===== config.mk =====
export PLATFORM = sky130hd
export DESIGN_NAME = otl_word_fifo
export DESIGN_NICKNAME = d
export VERILOG_FILES = /design/src/rtl/otl_word_fifo.sv
export SDC_FILE = /design/constraint.sdc
export NUM_CORES = 1
export LEC_CHECK = 0
export ABC_AREA = 1
export BUFFER_PORTS_ARGS = -buffer_cell sky130_fd_sc_hd__buf_4
export CAP_MARGIN = 30
export CORE_MARGIN = 2
export CORE_UTILIZATION = 30
export DETAILED_ROUTE_END_ITERATION = 12
export PLACE_DENSITY_LB_ADDON = 0.12
export SYNTH_ARGS = -nofsm -noshare
export SYNTH_HDL_FRONTEND = slang
export SYNTH_SLANG_ARGS = --single-unit

===== constraint.sdc =====
create_clock -name clk -period 2.9 [get_ports clk]
set_input_delay 0.58 -clock clk [delete_from_list [all_inputs] [get_ports clk]]
set_output_delay 0.58 -clock clk [all_outputs]
set_load 0.01 [all_outputs]

===== src/rtl/otl_word_fifo.sv =====
// First-word-fall-through FIFO for packed sample words; drops and counts words offered while full.
// Optional OTL_FIFO_LAST_EN adds a pop-driven burst counter that flags the final word of each burst on last_o.
module otl_word_fifo #(
  parameter int DEPTH     = 16,
  parameter int AW        = 4,
  parameter int BURST_LEN = 64
) (
  input  logic          clk,
  input  logic          rst,
  input  logic [31:0]   data_i,
  input  logic          frame_i,
  input  logic          clr_i,
  output logic [31:0]   data_o,
  output logic          valid_o,
  input  logic          ready_i,
  output logic [AW:0]   level_o,
  output logic          overflow_o,
  output logic [15:0]   drop_cnt_o,
  output logic          last_o
);

  localparam logic [AW:0] FULL_LVL = (AW+1)'(DEPTH);

  if (DEPTH != (1 << AW) || DEPTH < 4 || BURST_LEN < 1) begin : g_bad_cfg
    $error("otl_word_fifo: DEPTH must equal 2**AW and be >= 4; BURST_LEN must be >= 1");
  end

  logic [31:0]   mem_q [DEPTH];
  logic [AW-1:0] wr_ptr_q, wr_ptr_d;
  logic [AW-1:0] rd_ptr_q, rd_ptr_d;
  logic [AW:0]   level_q, level_d;
  logic          overflow_q, overflow_d;
  logic [15:0]   drop_cnt_q, drop_cnt_d;

  logic full;
  logic pop;
  logic push;
  logic drop;

  always_comb begin
    full = (level_q == FULL_LVL);
    pop  = (level_q != '0) & ready_i;
    // A pop frees the head slot this cycle, so a full FIFO can still take a word.
    push = frame_i & (~full | pop);
    drop = frame_i & full & ~pop;

    wr_ptr_d = wr_ptr_q + AW'(push);
    rd_ptr_d = rd_ptr_q + AW'(pop);

    level_d = level_q;
    case ({push, pop})
      2'b10:   level_d = level_q + 1'b1;
      2'b01:   level_d = level_q - 1'b1;
      default: level_d = level_q;
    endcase

    overflow_d = overflow_q;
    drop_cnt_d = drop_cnt_q;
    if (drop) begin
      overflow_d = 1'b1;
      if (clr_i) begin
        drop_cnt_d = 16'd1;
      end else if (drop_cnt_q != 16'hFFFF) begin
        drop_cnt_d = drop_cnt_q + 16'd1;
      end
    end else if (clr_i) begin
      overflow_d = 1'b0;
      drop_cnt_d = 16'd0;
    end
  end

  always_ff @(posedge clk) begin
    if (rst) begin
      wr_ptr_q   <= '0;
      rd_ptr_q   <= '0;
      level_q    <= '0;
      overflow_q <= 1'b0;
      drop_cnt_q <= 16'd0;
    end else begin
      wr_ptr_q   <= wr_ptr_d;
      rd_ptr_q   <= rd_ptr_d;
      level_q    <= level_d;
      overflow_q <= overflow_d;
      drop_cnt_q <= drop_cnt_d;
    end
  end

  // Storage carries no reset; occupancy alone decides what is valid.
  always_ff @(posedge clk) begin
    if (push) begin
      mem_q[wr_ptr_q] <= data_i;
    end
  end

  assign data_o     = mem_q[rd_ptr_q];
  assign valid_o    = (level_q != '0);
  assign level_o    = level_q;
  assign overflow_o = overflow_q;
  assign drop_cnt_o = drop_cnt_q;

`ifdef OTL_FIFO_LAST_EN
  localparam int BW = (BURST_LEN > 1) ? $clog2(BURST_LEN) : 1;
  localparam logic [BW-1:0] BURST_LAST = BW'(BURST_LEN - 1);

  logic [BW-1:0] burst_cnt_q, burst_cnt_d;

  always_comb begin
    burst_cnt_d = burst_cnt_q;
    if (pop) begin
      burst_cnt_d = (burst_cnt_q == BURST_LAST) ? '0 : burst_cnt_q + 1'b1;
    end
  end

  always_ff @(posedge clk) begin
    if (rst) begin
      burst_cnt_q <= '0;
    end else begin
      burst_cnt_q <= burst_cnt_d;
    end
  end

  assign last_o = valid_o & (burst_cnt_q == BURST_LAST);
`else
  assign last_o = 1'b0;
`endif

endmodule


### After elaboration in Yosys (flattened, before gate mapping)

Memories as Yosys holds them, arrays and structs flattened. A register that Yosys moved wholly into a read port is not among the register bits.
Cells that the tools add are included.

| operators by class | value |
|---|---|
| add/subtract/negate cells | 5 |
| multiplexer cells | 10 |
| reduce and logical (&&, ||, !) cells | 5 |
| bitwise logic cells | 7 |
| eq/ne operators | 4 |

Operators with widths:

| operator | count |
|---|---|
| $mux W16 | 4 |
| $add A16 B1 Y16 const B | 1 |
| $ne A16 B16 Y1 const B | 1 |
| $pmux W5 S2 | 1 |
| $add A4 B1 Y4 | 2 |
| $reduce_bool A2 Y1 | 3 |
| $add A5 B1 Y5 const B | 1 |
| $eq A5 B5 Y1 const B | 1 |
| $reduce_bool A5 Y1 | 1 |
| $sub A5 B1 Y5 const B | 1 |
| $and A1 B1 Y1 | 4 |
| $mux W1 | 4 |
| $mux W4 | 1 |
| $eq A2 B1 Y1 const B | 1 |
| $eq A2 B2 Y1 const B | 1 |
| $not A1 Y1 | 2 |
| $reduce_and A2 Y1 | 1 |
| $or A1 B1 Y1 | 1 |

| storage, ports and cells | value |
|---|---|
| word-level logic and storage cells | 37 |
| memory bits (writable) | 512 |
| input port bits | 37 |
| memories kept | 1 |
| register bits after elaboration | 30 |
| output and inout bits | 56 |

Memory list:

| name | depth | width | rd ports | clocked after Yosys merged registers in | write ports | line | RTL |
|---|---|---|---|---|---|---|---|
| mem_q | 16 | 32 | 1 | 1 | 1 | 28 | `logic [31:0] mem_q [DEPTH];` |

### Depth between registers and ports, before layout

| logic depth | value |
|---|---|
| depth after elaboration | 6 |
| gate-level depth with buffers | 15 |
| mapped depth without buffers | 15 |

### Worst setup path before layout

Ideal clock, no wire load.

| timing path | value |
|---|---|
| path kind | in2reg |
| start point | input port frame_i |
| end point | memory mem_q[10][0] (enable) |
| data required time | 2.479 ns |
| stages on the path | 4 |
| setup slack | 0.122 ns |
| library setup time | 0.421 ns |
| path buffers | 0 |
| arrival time | 2.356 ns |
| cells stage by stage | inv_1 nor2_2 nand3_1 nor2_1 |

| between the ends | value |
|---|---|
| cells in the longest elaborated chain, start to end | 3 |

RTL lines:

| item | line | RTL |
|---|---|---|
| start, declared | 11 | `input logic frame_i,` |
| $and A1 B1 Y1 | 44 | `push = frame_i & (~full \| pop);` |
| $mux W1 | 90 | `if (push) begin` |
| $mux W1 (not written as such) | 91 | `mem_q[wr_ptr_q] <= data_i;` |
| end, declared | 28 |  |

No other way between the ends.

==> metrics.md <==
| Metric | Value |
|---|---|
| Status | complete, but fails checks |
| Failing checks | design-rule violations |
| Reg2reg path depth | 7 |
| Clk slew on worst S/H paths | 0.06 ns |
| Share of cells above drive strength 1 | 0.175 |
| GP Congestion | 0.733 |
| Simple-gate share of the synthesized area | 0.0474 |
| Multiplexer share of the synthesized area | 0.0577 |
| Final Skew | 0.0130 ns |
| Die X-Extent | 276 um |
| Flops & latches, synth | 542 |
| Drt drc | 3 |
| Non-Filler Instances | 2,761 |
| Grt ovf | 0 |
| Worst hold path startpoint | data_i[2] |
| First-pass GRT wire length | 87,400 um |
| Hold Crit Depth | 1 |
| Synth area leader | edfxtp_1 |
| Switching part of the total | 0.267 |
| Register area share after synthesis | 0.720 |
| Worst VDD drop | 0.437 mV |
| Synth top area share | 0.693 |
| Final WS setup | 0.0488 ns |
| Gate power share | 0.199 |
| Mean number of vias per cell | 4.79 |
| CTS root buf | clkbuf_16 |
| Worst Path Arrival | 2.27 ns |
| Ys flop type | edfxtp_1 |
| Xor/xnor share of the synthesized area | 0.00316 |
| Starting Density | 0.304 |
| Hpwl dp | 33,100 um |
| Crit path capture type | output pin |
| Startpoint Class | flip-flop |
| Clock Tree Buf Depth | 3 |
| Syn_area_per_cell | 13.7 um^2 |
| Post-route ant nets | 0 |
| Fill cells | 7,046 |
| Post-Syn Nets | 1,665 |
| Worst-Margin Slew | 0.809 ns |
| P_leak | 0.00907 uW |
| GR Util All Layers | 0.155 |
| Seq pwr share | 0.442 |
| CP Class | flip-flop to output pin |
| HP Class | input port to flip-flop |
| Largest family of logic cells by synthesized area | compound AO/OA/AOI/OAI gates |
| DRT Pass-1 Iters | 9 |
| Clock power frac | 0.360 |
| Clk_lat worst skew | 0.62 ns |
| Compound-cell area share of the yosys netlist | 0.115 |
| Post-synth EDFFs | 512 |
| Most common cell in the netlist | edfxtp_1 |
| RSZ-0062 raised after global routing | yes |
| CP max FO | 47 |
| # setup viols final | 0 |
| CTS Buf Count | 59 |
| Reg2Reg Launch Point | level_o[0] |
| Depth of the CTS H-tree | 2 |
| Sw power | 5300 uW |
| DR WL met3 | 1610 um |
| Ys async rst share | 0 |
| Synth-to-Final Area Change | 20.3% |
| PD cells | 745 nW/um^2 |
| I/O Buffers | 91 |
| CTS tree | done |
| Required @ worst endpoint | 2.32 ns |
| Antenna violations before repair | 0 |
| Fin. max-slew vios | 0 |
| DIE AREA | 76,200 um^2 |
| Synth cell types | 38 |
| Rel. slew slack | 0.459 |
| Number of max-cap violations | 0 |
| Max frequency | 351 MHz |
| Worst Hold Path EP | mem_q[6][2] |
| Largest net degree at the start of global routing | 77 |
| I/O pin total | 93 |
| # clock sinks | 542 |
| Synthesized area | 22,200 um^2 |
| Vias in the first global route | 13,300 |
| Reg2Reg Capture Point | mem_q[5][12] |
| Die Y | 276 um |
| DP Cell Count | 2,642 |
| Synth cell count leaders | edfxtp_1, inv_1, o21ai_0, a21oi_1, o211ai_1 |
| Internal power | 14,600 uW |
| Via count | 13,200 |
| Met2 Routed Length | 28,400 um |
| Tot Pwr | 19,900 uW |
| Top Metal Used | met4 |
| Fin nets | 1,804 |
| Pre-CTS WS | 0.456 ns |
| Per-cell routed wire length | 21.5 um |
| Sequential cell area | 16,000 um^2 |
| Synth Warn # | 0 |
| Site row count | 99 |
| Core area | 73,100 um^2 |
| Main area contributors after synthesis | edfxtp_1, mux2i_1, o211ai_1 |
| Metal-1 WL | 28,500 um |
| R2R Setup Slk | 0.64 ns |
| Ant diodes | 0 |
| Final wirelength | 59,400 um |
| Adder-cell share of the synthesized area | 0.00395 |
| Post-route minimum period | 2.85 ns |
| Final Cycle Share | 0.983 |
| Synth Instances | 1,621 |
| Multi-input logic area | 5200 um^2 |
| Hold Violations, Final | 0 |
| DR iter-0 viols | 803 |
[state kept, by name (all words and copies together), names as in the netlist]
name,cells
overflow_o,1
level_o,5
wr_ptr_q,4
drop_cnt_o,16
mem_q,512
rd_ptr_q,4
[power groups by stage]
| stage | logic [uW] | clock network, uW | registers (uW) |
|---|---|---|---|
| 4_1_cts | 3800 | 7390 | 8770 |
| 2_1_floorplan | 2320 | 0 | 8930 |
| 6_report | 3950 | 7150 | 8770 |
| 5_1_grt | 4370 | 7660 | 8780 |
| 3_5_place_dp | 3660 | 0 | 8980 |
| 3_3_place_gp | 3660 | 0 | 8970 |
[logic make-up after synthesis]
family / count (synthesis)
flip-flops: 542
AO/OA/AOI/OAI: 432
buffers and inverters: 270
AND/OR/NAND/NOR: 233
multiplexers: 128
XOR/XNOR: 8
adder cells (fa/ha/maj): 7
other: 1
[area by class of cell]
class / instances / share of cell area
sequential: 542 / 0.599
multi-input combinational: 809 / 0.195
timing repair buffer: 174 / 0.0686
clock buffer: 71 / 0.0570
tap: 959 / 0.0450
inverter: 174 / 0.0248
clock inverter: 32 / 0.0107
[per-layer routing]
| metal | vias up | GRT usage |
|---|---|---|
| li1 | 6271 | - |
| met1 | 6718 | 0.220 |
| met2 | 163 | 0.252 |
| met3 | 70 | 0.0233 |
| met4 | 0 | 0.0320 |
| met5 | - | 0 |
[worst max-delay path: stages, from the launching register on]
cell and delay [ns]:
dfxtp_4 0.38, buf_12 0.17, buf_12 0.25, mux2i_2 0.30, o211ai_1 0.11, nand3_1 0.12, nand2_1 0.11, buf_4 0.17
[stage by stage]
step           area [um^2]  hold slack [ns]  utilization  setup TNS, ns
2_1_floorplan        22200            0.491            -              0
3_3_place_gp         24500            0.462        0.336              0
3_5_place_dp         24500            0.464        0.336              0
4_1_cts              26500            0.221        0.362        -0.0428
5_1_grt              26700            0.238        0.365         -0.550
6_report             26700            0.264        0.365              0
[layout by cell type (no fill, tap or decap), types with 4 or more instances in the layout]
cell type,n
nand4_1,5
clkbuf_1,12
a21oi_2,11
o211ai_1,129
clkinv_2,7
nand2_1,83
nor3_1,4
a21oi_1,133
nand2_2,11
o21ai_1,19
buf_16,4
nor2_1,30
edfxtp_1,512
buf_4,128
o21ai_0,134
nor2_4,17
buf_12,26
xor2_1,5
clkbuf_16,63
ha_1,7
dfxtp_1,26
mux2i_1,125
nand3_1,73
inv_2,5
clkinv_1,14
buf_6,9
inv_1,167
nor2_2,4
bufinv_16,5
[worst max path at each step]
| stage | start | to | slack [ns] | cells after the start |
|---|---|---|---|---|
| floorplan | frame_i | mem_q[10][0] | 0.12 | 4 |
| global placement | rd_ptr_q[1] | data_o[10] | 0.48 | 6 |
| detailed placement | rd_ptr_q[0] | data_o[3] | 0.46 | 7 |
| CTS | rd_ptr_q[0] | data_o[31] | -0.02 | 8 |
| global route | rd_ptr_q[0] | data_o[0] | -0.07 | 7 |
| finish | rd_ptr_q[0] | data_o[0] | 0.05 | 7 |
[timing repair]
action | in CTS | in global routing
endpoints found under the hold margin | 0 | 0
pin swaps | 3 | 8
gates cloned | 0 | 4
buffers inserted | 6 | 6
endpoints found under the setup margin | 31 | 20
hold buffers | 0 | 0
gates resized for setup | 11 | 31
(Power assumes the default switching activity.)
